## src/rtl/multiplier_fxp.sv

```systemverilog
// Multi-cycle sign-magnitude shift-add fixed-point multiplier, BITS_PER_CYC multiplier bits per cycle.
// Define MUL_FXP_SAT_EN to saturate on overflow and raise O_OVF; otherwise the product wraps.
module multiplier_fxp #(
  parameter int DATA_W       = 16,
  parameter int FRAC_W       = 13,
  parameter int BITS_PER_CYC = 4
) (
  input  logic              I_CLK,
  input  logic              I_RST_N,
  input  logic              I_VLD,
  input  logic [DATA_W-1:0] I_M1,
  input  logic [DATA_W-1:0] I_M2,
  output logic              O_VLD,
  output logic              O_MUL_BUSY,
  output logic [DATA_W-1:0] O_PRODUCT,
  output logic              O_OVF
);
  localparam int ITER  = DATA_W / BITS_PER_CYC;
  localparam int ACC_W = 2 * DATA_W;
  localparam int CNT_W = (ITER > 1) ? $clog2(ITER) : 1;

  if (DATA_W % BITS_PER_CYC != 0) begin : g_bad_cfg
    $error("multiplier_fxp: DATA_W must be a multiple of BITS_PER_CYC");
  end

  typedef enum logic [1:0] {IDLE, CALC, DONE} state_e;

  state_e            state_q, state_d;
  logic [DATA_W-1:0] m1_q, m1_d, m2_q, m2_d;
  logic              sign_q, sign_d;
  logic [ACC_W-1:0]  acc_q, acc_d;
  logic [CNT_W-1:0]  cnt_q, cnt_d;
  logic              vld_q, vld_d, ovf_q, ovf_d;
  logic [DATA_W-1:0] prod_q, prod_d;

  logic [DATA_W-1:0]              abs1, abs2, slice, res;
  logic [DATA_W+BITS_PER_CYC-1:0] partial;
  logic [ACC_W-1:0]               p_full;
  logic                           ovf_c;
  logic                           unused_p;

  // Negating the most negative value yields 2^(DATA_W-1), exact as unsigned.
  assign abs1 = I_M1[DATA_W-1] ? -I_M1 : I_M1;
  assign abs2 = I_M2[DATA_W-1] ? -I_M2 : I_M2;

  assign partial = {{BITS_PER_CYC{1'b0}}, m1_q} * {{DATA_W{1'b0}}, m2_q[BITS_PER_CYC-1:0]};

  assign p_full   = sign_q ? -acc_q : acc_q;
  assign slice    = {p_full[ACC_W-1], p_full[DATA_W+FRAC_W-2:FRAC_W]};
  assign unused_p = ^p_full;

`ifdef MUL_FXP_SAT_EN
  logic [DATA_W-FRAC_W:0] top;
  // Bits above the kept field must all match the sign, else the result does not fit.
  assign top   = p_full[ACC_W-1:DATA_W+FRAC_W-1];
  assign ovf_c = ~((&top) | ~(|top));
  assign res   = !ovf_c ? slice :
                 p_full[ACC_W-1] ? {1'b1, {(DATA_W-1){1'b0}}} : {1'b0, {(DATA_W-1){1'b1}}};
`else
  assign ovf_c = 1'b0;
  assign res   = slice;
`endif

  always_comb begin
    state_d = state_q;
    m1_d    = m1_q;
    m2_d    = m2_q;
    sign_d  = sign_q;
    acc_d   = acc_q;
    cnt_d   = cnt_q;
    vld_d   = 1'b0;
    prod_d  = prod_q;
    ovf_d   = ovf_q;
    case (state_q)
      IDLE, DONE: begin
        if (state_q == DONE) begin
          vld_d  = 1'b1;
          prod_d = res;
          ovf_d  = ovf_c;
        end
        state_d = IDLE;
        if (I_VLD) begin
          m1_d    = abs1;
          m2_d    = abs2;
          sign_d  = I_M1[DATA_W-1] ^ I_M2[DATA_W-1];
          acc_d   = '0;
          cnt_d   = '0;
          state_d = CALC;
        end
      end
      CALC: begin
        acc_d = acc_q + (ACC_W'(partial) << (cnt_q * BITS_PER_CYC));
        m2_d  = m2_q >> BITS_PER_CYC;
        cnt_d = cnt_q + CNT_W'(1);
        if (cnt_q == CNT_W'(ITER - 1)) state_d = DONE;
      end
      default: state_d = IDLE;
    endcase
  end

  always_ff @(posedge I_CLK or negedge I_RST_N) begin
    if (!I_RST_N) begin
      state_q <= IDLE;
      m1_q    <= '0;
      m2_q    <= '0;
      sign_q  <= 1'b0;
      acc_q   <= '0;
      cnt_q   <= '0;
      vld_q   <= 1'b0;
      prod_q  <= '0;
      ovf_q   <= 1'b0;
    end else begin
      state_q <= state_d;
      m1_q    <= m1_d;
      m2_q    <= m2_d;
      sign_q  <= sign_d;
      acc_q   <= acc_d;
      cnt_q   <= cnt_d;
      vld_q   <= vld_d;
      prod_q  <= prod_d;
      ovf_q   <= ovf_d;
    end
  end

  assign O_VLD      = vld_q;
  assign O_MUL_BUSY = (state_q == CALC);
  assign O_PRODUCT  = prod_q;
  assign O_OVF      = ovf_q;
endmodule

```

## config.mk

```make
export PLATFORM = sky130hd
export DESIGN_NAME = multiplier_fxp
export DESIGN_NICKNAME = d
export VERILOG_FILES = /design/src/rtl/multiplier_fxp.sv
export SDC_FILE = /design/constraint.sdc
export NUM_CORES = 1
export LEC_CHECK = 0
export ABC_AREA = 1
export ABC_CLOCK_PERIOD_IN_PS = 10000
export CAP_MARGIN = 30
export CORE_MARGIN = 5
export CORE_UTILIZATION = 37
export DETAILED_ROUTE_END_ITERATION = 8
export SKIP_CTS_REPAIR_TIMING = 1
export SLEW_MARGIN = 10
export SYNTH_ARGS = -nofsm -noshare
export SYNTH_HDL_FRONTEND = slang
export SYNTH_SLANG_ARGS = --single-unit
```

## constraint.sdc

```tcl
create_clock -name I_CLK -period 10 [get_ports I_CLK]
set_clock_uncertainty 0.2 [all_clocks]
set_input_delay 3 -clock I_CLK [delete_from_list [all_inputs] [get_ports I_CLK]]
set_output_delay 3 -clock I_CLK [all_outputs]
set_load 0.02 [all_outputs]
```

; Yosys cells after proc, flatten, opt, wreduce, memory -nomap -nowiden
; Cells that the tools add are included.
[classes]
n_addsub = 5
multipliers = 1
eq_ne = 5
shift = 1
mux = 14
bitwise_logic = 1
n_reduce_logical = 6
[ops]
columns = cell, count
row1 = $mux W32, 2
row2 = $pmux W32 S2, 1
row3 = $mux W16, 3
row4 = $add A32 B32 Y32, 1
row5 = $neg A16 Y16, 2
row6 = $neg A32 Y32, 1
row7 = $pmux W16 S2, 1
row8 = $shl A20 B4 Y32, 1
row9 = $mul A16 B4 Y20, 1
row10 = $pmux W2 S2, 2
row11 = $reduce_and A2 Y1, 3
row12 = $eq A2 B2 Y1 const B, 2
row13 = $mux W2, 2
row14 = $mux W1, 3
row15 = $add A2 B1 Y2 const B, 1
row16 = $eq A2 B1 Y1 const B, 1
row17 = $logic_not A2 Y1, 1
row18 = $ne A2 B1 Y1 const B, 1
row19 = $ne A2 B2 Y1 const B, 1
row20 = $reduce_bool A2 Y1, 1
row21 = $reduce_or A2 Y1, 1
row22 = $xor A1 B1 Y1, 1
[word_totals]
ff_bits = 86
inputBits = 35
output_inout_bits = 19

; Longest topological paths before layout
[logic_depth]
depth_word = 4
mapped_depth = 33

; Worst setup path before layout
; Ideal clock, no wire load.
[synth_path]
path_type = flip-flop to flip-flop
start = register m2_q[3]
end = register acc_q[31]
arrival_ns = 4.619
t_required_ns = 9.682
setup_slack_ns = 5.064
stages_incl_launch_ff = 27
path_cell_list = dfrtp_1 > clkbuf_1 > clkbuf_1 > nand2_1 > fa_1 > inv_1 > fa_1 > fa_1 > nand3_1 > nand2_2 > nand3_1 > nand3_2 > a21oi_1 > xor2_1 > or2_1 > o21ai_1 > ha_1 > a21oi_1 > inv_1 > a31oi_1 > o21ai_0 > nand2_1 > nand2_1 > a21oi_1 > nand3_1 > nand3_1 > nand2_1
[synth_between]
elab_chain_cells = 4
[synth_rtl]
columns = element, line
row1 = from (decl), 29  ; logic [DATA_W-1:0] m1_q, m1_d, m2_q, m2_d;
row2 = from (signal assigned), 115  ; m2_q <= m2_d;
row3 = $mul A16 B4 Y20, 46  ; assign partial = {{BITS_PER_CYC{1'b0}}, m1_q} * {{DATA_W{1'b0}}, m2_q[BITS_PER_CYC-1:0]};
row4 = $shl A20 B4 Y32, 92  ; acc_d = acc_q + (ACC_W'(partial) << (cnt_q * BITS_PER_CYC));
row5 = $add A32 B32 Y32, 92
row6 = $pmux W32 S2, 74  ; case (state_q)
row7 = to (signal assigned), 107  ; acc_q <= '0;
row8 = to (signal assigned), 117  ; acc_q <= acc_d;
row9 = to (decl), 31  ; logic [ACC_W-1:0] acc_q, acc_d;
; No other way between the ends.
; A chain may end at the register's enable or synchronous reset.

; Worst setup path in the final report
; Same ends and word-level chain as after synthesis.

==> summary.md <==
| Metric | Value |
|---|---|
| Status | `finished, final reports clean` |
| Post-synth ARST share | `100%` |
| Port bufs | `52` |
| Area grow syn2layout | `13.2%` |
| Post-layout minimum cycle time | `5.59 ns` |
| I/O pin total | `54` |
| H-Tree Depth | `3` |
| Min-delay src | `O_PRODUCT[14]$_DFFE_PN0P_` |
| Core Footprint | `about 0.023 mm2` |
| Hold endpoint | `O_PRODUCT[14]$_DFFE_PN0P_` |
| EDFF count, synth | `0` |
| Antenna Nets Post-Route | `0` |
| Reg2Reg Depth | `26` |
| Ant diodes | `0` |
| Clk slew on worst S/H paths | `0.07 ns` |
| Synth Net Count | `1416` |
| Unique masters post-synth | `50` |
| Setup TNS | `0 ns` |
| Critical path class | `reg -> reg` |
| Nature of the critical path startpoint | `register` |
| Syn. warnings | `0` |
| Initial Util | `37.3%` |
| Site Rows | `between 50 and 60` |
| Critical path peak fanout | `17` |
| Max Root-Sink Buffers | `2` |
| Clk sinks | `86` |
| Register area share after synthesis | `24.8%` |
| Hold Vio Cnt, Final | `0` |
| Share of cells above drive strength 1 | `4.30%` |
| RSZ-0062 raised after global routing | `no` |
| Req. time, crit path | `10.05 ns` |
| Syn avg cell area | `6.73 um2` |
| Total wire length | `22600 um` |
| Synth Register Bits | `86` |
| Final slew viol count | `0` |
| DR iter-0 viols | `485` |
| Vias in the first global route | `7991` |
| WP data arrival | `between 5 and 6 ns` |
| Largest cells by area after synthesis | `dfrtp_1 25%, nand2_1 14%, inv_1 9.1%, ha_1 8.9%, fa_1 6.7%` |
| Fmax | `around 0.18 GHz` |
| Fin crit share | `a little under three fifths` |
| Drt wl/cell | `13.8 um` |
| Total CTS buffers | `9` |
| GR Overflow Total | `0` |
| Layout fillers | `roughly 2.5k` |
| Synthesized area | `approximately 0.0087 mm2` |
| Critical Path End Type | `register` |
| R2r setup slk | `4.41 ns` |
| FF-to-FF End | `acc_q[31]$_DFFE_PN0P_` |
| Synth area leader | `dfrtp_1` |
| Initial antenna violation count | `0` |
| Most numerous cell in the Yosys netlist | `nand2_1` |
| Drt pass-1 iters | `5` |
| Commonest cells post-synth | `333 x nand2_1, 211 x inv_1, 102 x nor2_1, 86 x dfrtp_1, 83 x o21ai_0` |
| CTS root buf | `clkbuf_16` |
| Vias per inst | `4.88` |
| Synth Flop Type | `dfrtp_1` |
| Die H | `163 um` |
| Die ar. | `0.0266 mm2` |
| Hold Path Class | `reg -> reg` |
| Worst-Margin Slew | `0.825 ns` |
| Post-synthesis cell count | `approximately 1.3k` |
| Max Cap Viol | `0` |
| Pin count of the biggest net entering global routing | `65` |
| Final net count | `1447` |
| GRT Resource Usage Total | `around 18%` |
| GPL Wtd Cong | `0.917` |
| Via count | `around 8.0k` |
| Hold Path Depth | `2` |
| Final setup vio count | `0` |
| Worst slew margin | `45.0%` |
| First-pass GRT wire length | `roughly 39000 um` |
| DRC | `0` |
| Chip width | `163 um` |
| Top cell type's share of synthesized area | `approximately a quarter` |
| Post-DP HPWL | `18200 um` |
| Worst r2r src | `m2_q[3]$_DFFE_PN0P_` |
| Later-pin clock latency in the skew report | `about 0.36 ns` |
| CTS tree | `yes` |
-- worst max path at each step --
stage,startpoint,endpoint
after CTS,m2_q[3]$_DFFE_PN0P_,acc_q[31]$_DFFE_PN0P_
final,m2_q[3]$_DFFE_PN0P_,acc_q[31]$_DFFE_PN0P_
after global routing,m2_q[3]$_DFFE_PN0P_,acc_q[25]$_DFFE_PN0P_
after floorplan,m2_q[3]$_DFFE_PN0P_,acc_q[31]$_DFFE_PN0P_
after detailed placement,m2_q[3]$_DFFE_PN0P_,acc_q[31]$_DFFE_PN0P_
after global placement,m2_q[3]$_DFFE_PN0P_,acc_q[29]$_DFFE_PN0P_
-- metrics by stage --
stage          util (%)  setup slack (ns)  std cells  hold slack, ns  cell area [um2]
2_1_floorplan         -              5.06       1290           0.259             8680
3_3_place_gp       40.8              4.44       1628           0.262             9480
3_5_place_dp       40.8              4.41       1628           0.266             9480
4_1_cts            42.1              4.40       1644           0.283             9800
5_1_grt            42.2              3.89       1645           0.307             9830
6_report           42.2              4.41       1645           0.278             9830
-- cells in the final DEF (no fill, tap or decap), types with 7 or more instances in the layout --
cell type        netlist  routed
a21o_1                11      11
xnor2_1               14      14
clkdlybuf4s50_1        0      51
nand2_2                7       7
o221ai_1              10      10
clkbuf_16              0       9
nand3_1               78      78
nand2_1              333     333
ha_1                  62      62
fa_1                  29      29
nor2_1               102     102
xor2_1                28      28
dfrtp_1               86      86
o21ai_0               83      83
a21oi_1               68      68
nor3_1                19      19
o22ai_1               13      13
nand4_1                9       9
a31oi_1               10      10
o21bai_1               8       8
o21ai_1               16      16
inv_1                211     211
-- kinds of logic after synthesis --
logic type               Yosys count  share of synthesized area, %
other                              1                        0.0432
multiplexers                       2                         0.231
XOR/XNOR                          42                          4.24
AND/OR/NAND/NOR                  575                          28.1
buffers and inverters            253                          11.1
flip-flops                        86                          24.8
AO/OA/AOI/OAI                    240                          15.9
adder cells (fa/ha/maj)           91                          15.6
-- cell type report --
class                           instances  area (um2)  share of cell area, %
Clock buffer                            9         225                   2.29
Clock inverter                          7        90.1                  0.917
Inverter                              215         807                   8.21
Multi-Input combinational cell        951        5570                   56.7
Sequential cell                        86        2150                   21.9
Tap cell                              319         399                   4.06
Timing Repair Buffer                   58         583                   5.93
-- state kept, by name, indices dropped and copies added, names as in the netlist --
signal	flops
O_PRODUCT	16
O_VLD	1
acc_q	32
cnt_q	2
m1_q	16
m2_q	16
sign_q	1
state_q	2
-- critical path, stage by stage, from the launching register on --
cell and delay, ns:
dfrtp_1 0.60, nand2_1 0.14, inv_1 0.06, fa_1 0.53, inv_1 0.05, fa_1 0.53
inv_1 0.05, ha_1 0.38, a21oi_1 0.31, nor2_1 0.07, nor2_1 0.14, nand3_2 0.14
a21oi_1 0.18, xor2_1 0.21, or2_1 0.17, o21ai_1 0.08, ha_1 0.38, a21oi_1 0.17
inv_1 0.07, a31oi_1 0.25, o21ai_0 0.18, nand2_1 0.09, nand2_1 0.05, a21oi_1 0.22
nand3_1 0.11, nand3_1 0.08, nand2_1 0.05
-- per-layer routing --
metal	GRT usage [%]	wire length, um
met4	4.16	318
met5	0	0
met3	2.62	1030
met2	29.9	10500
met1	24.3	10800
Power is left out: the tool's default activity adds up to more than one toggle a clock period on the data nets, which glitch-free logic cannot reach.
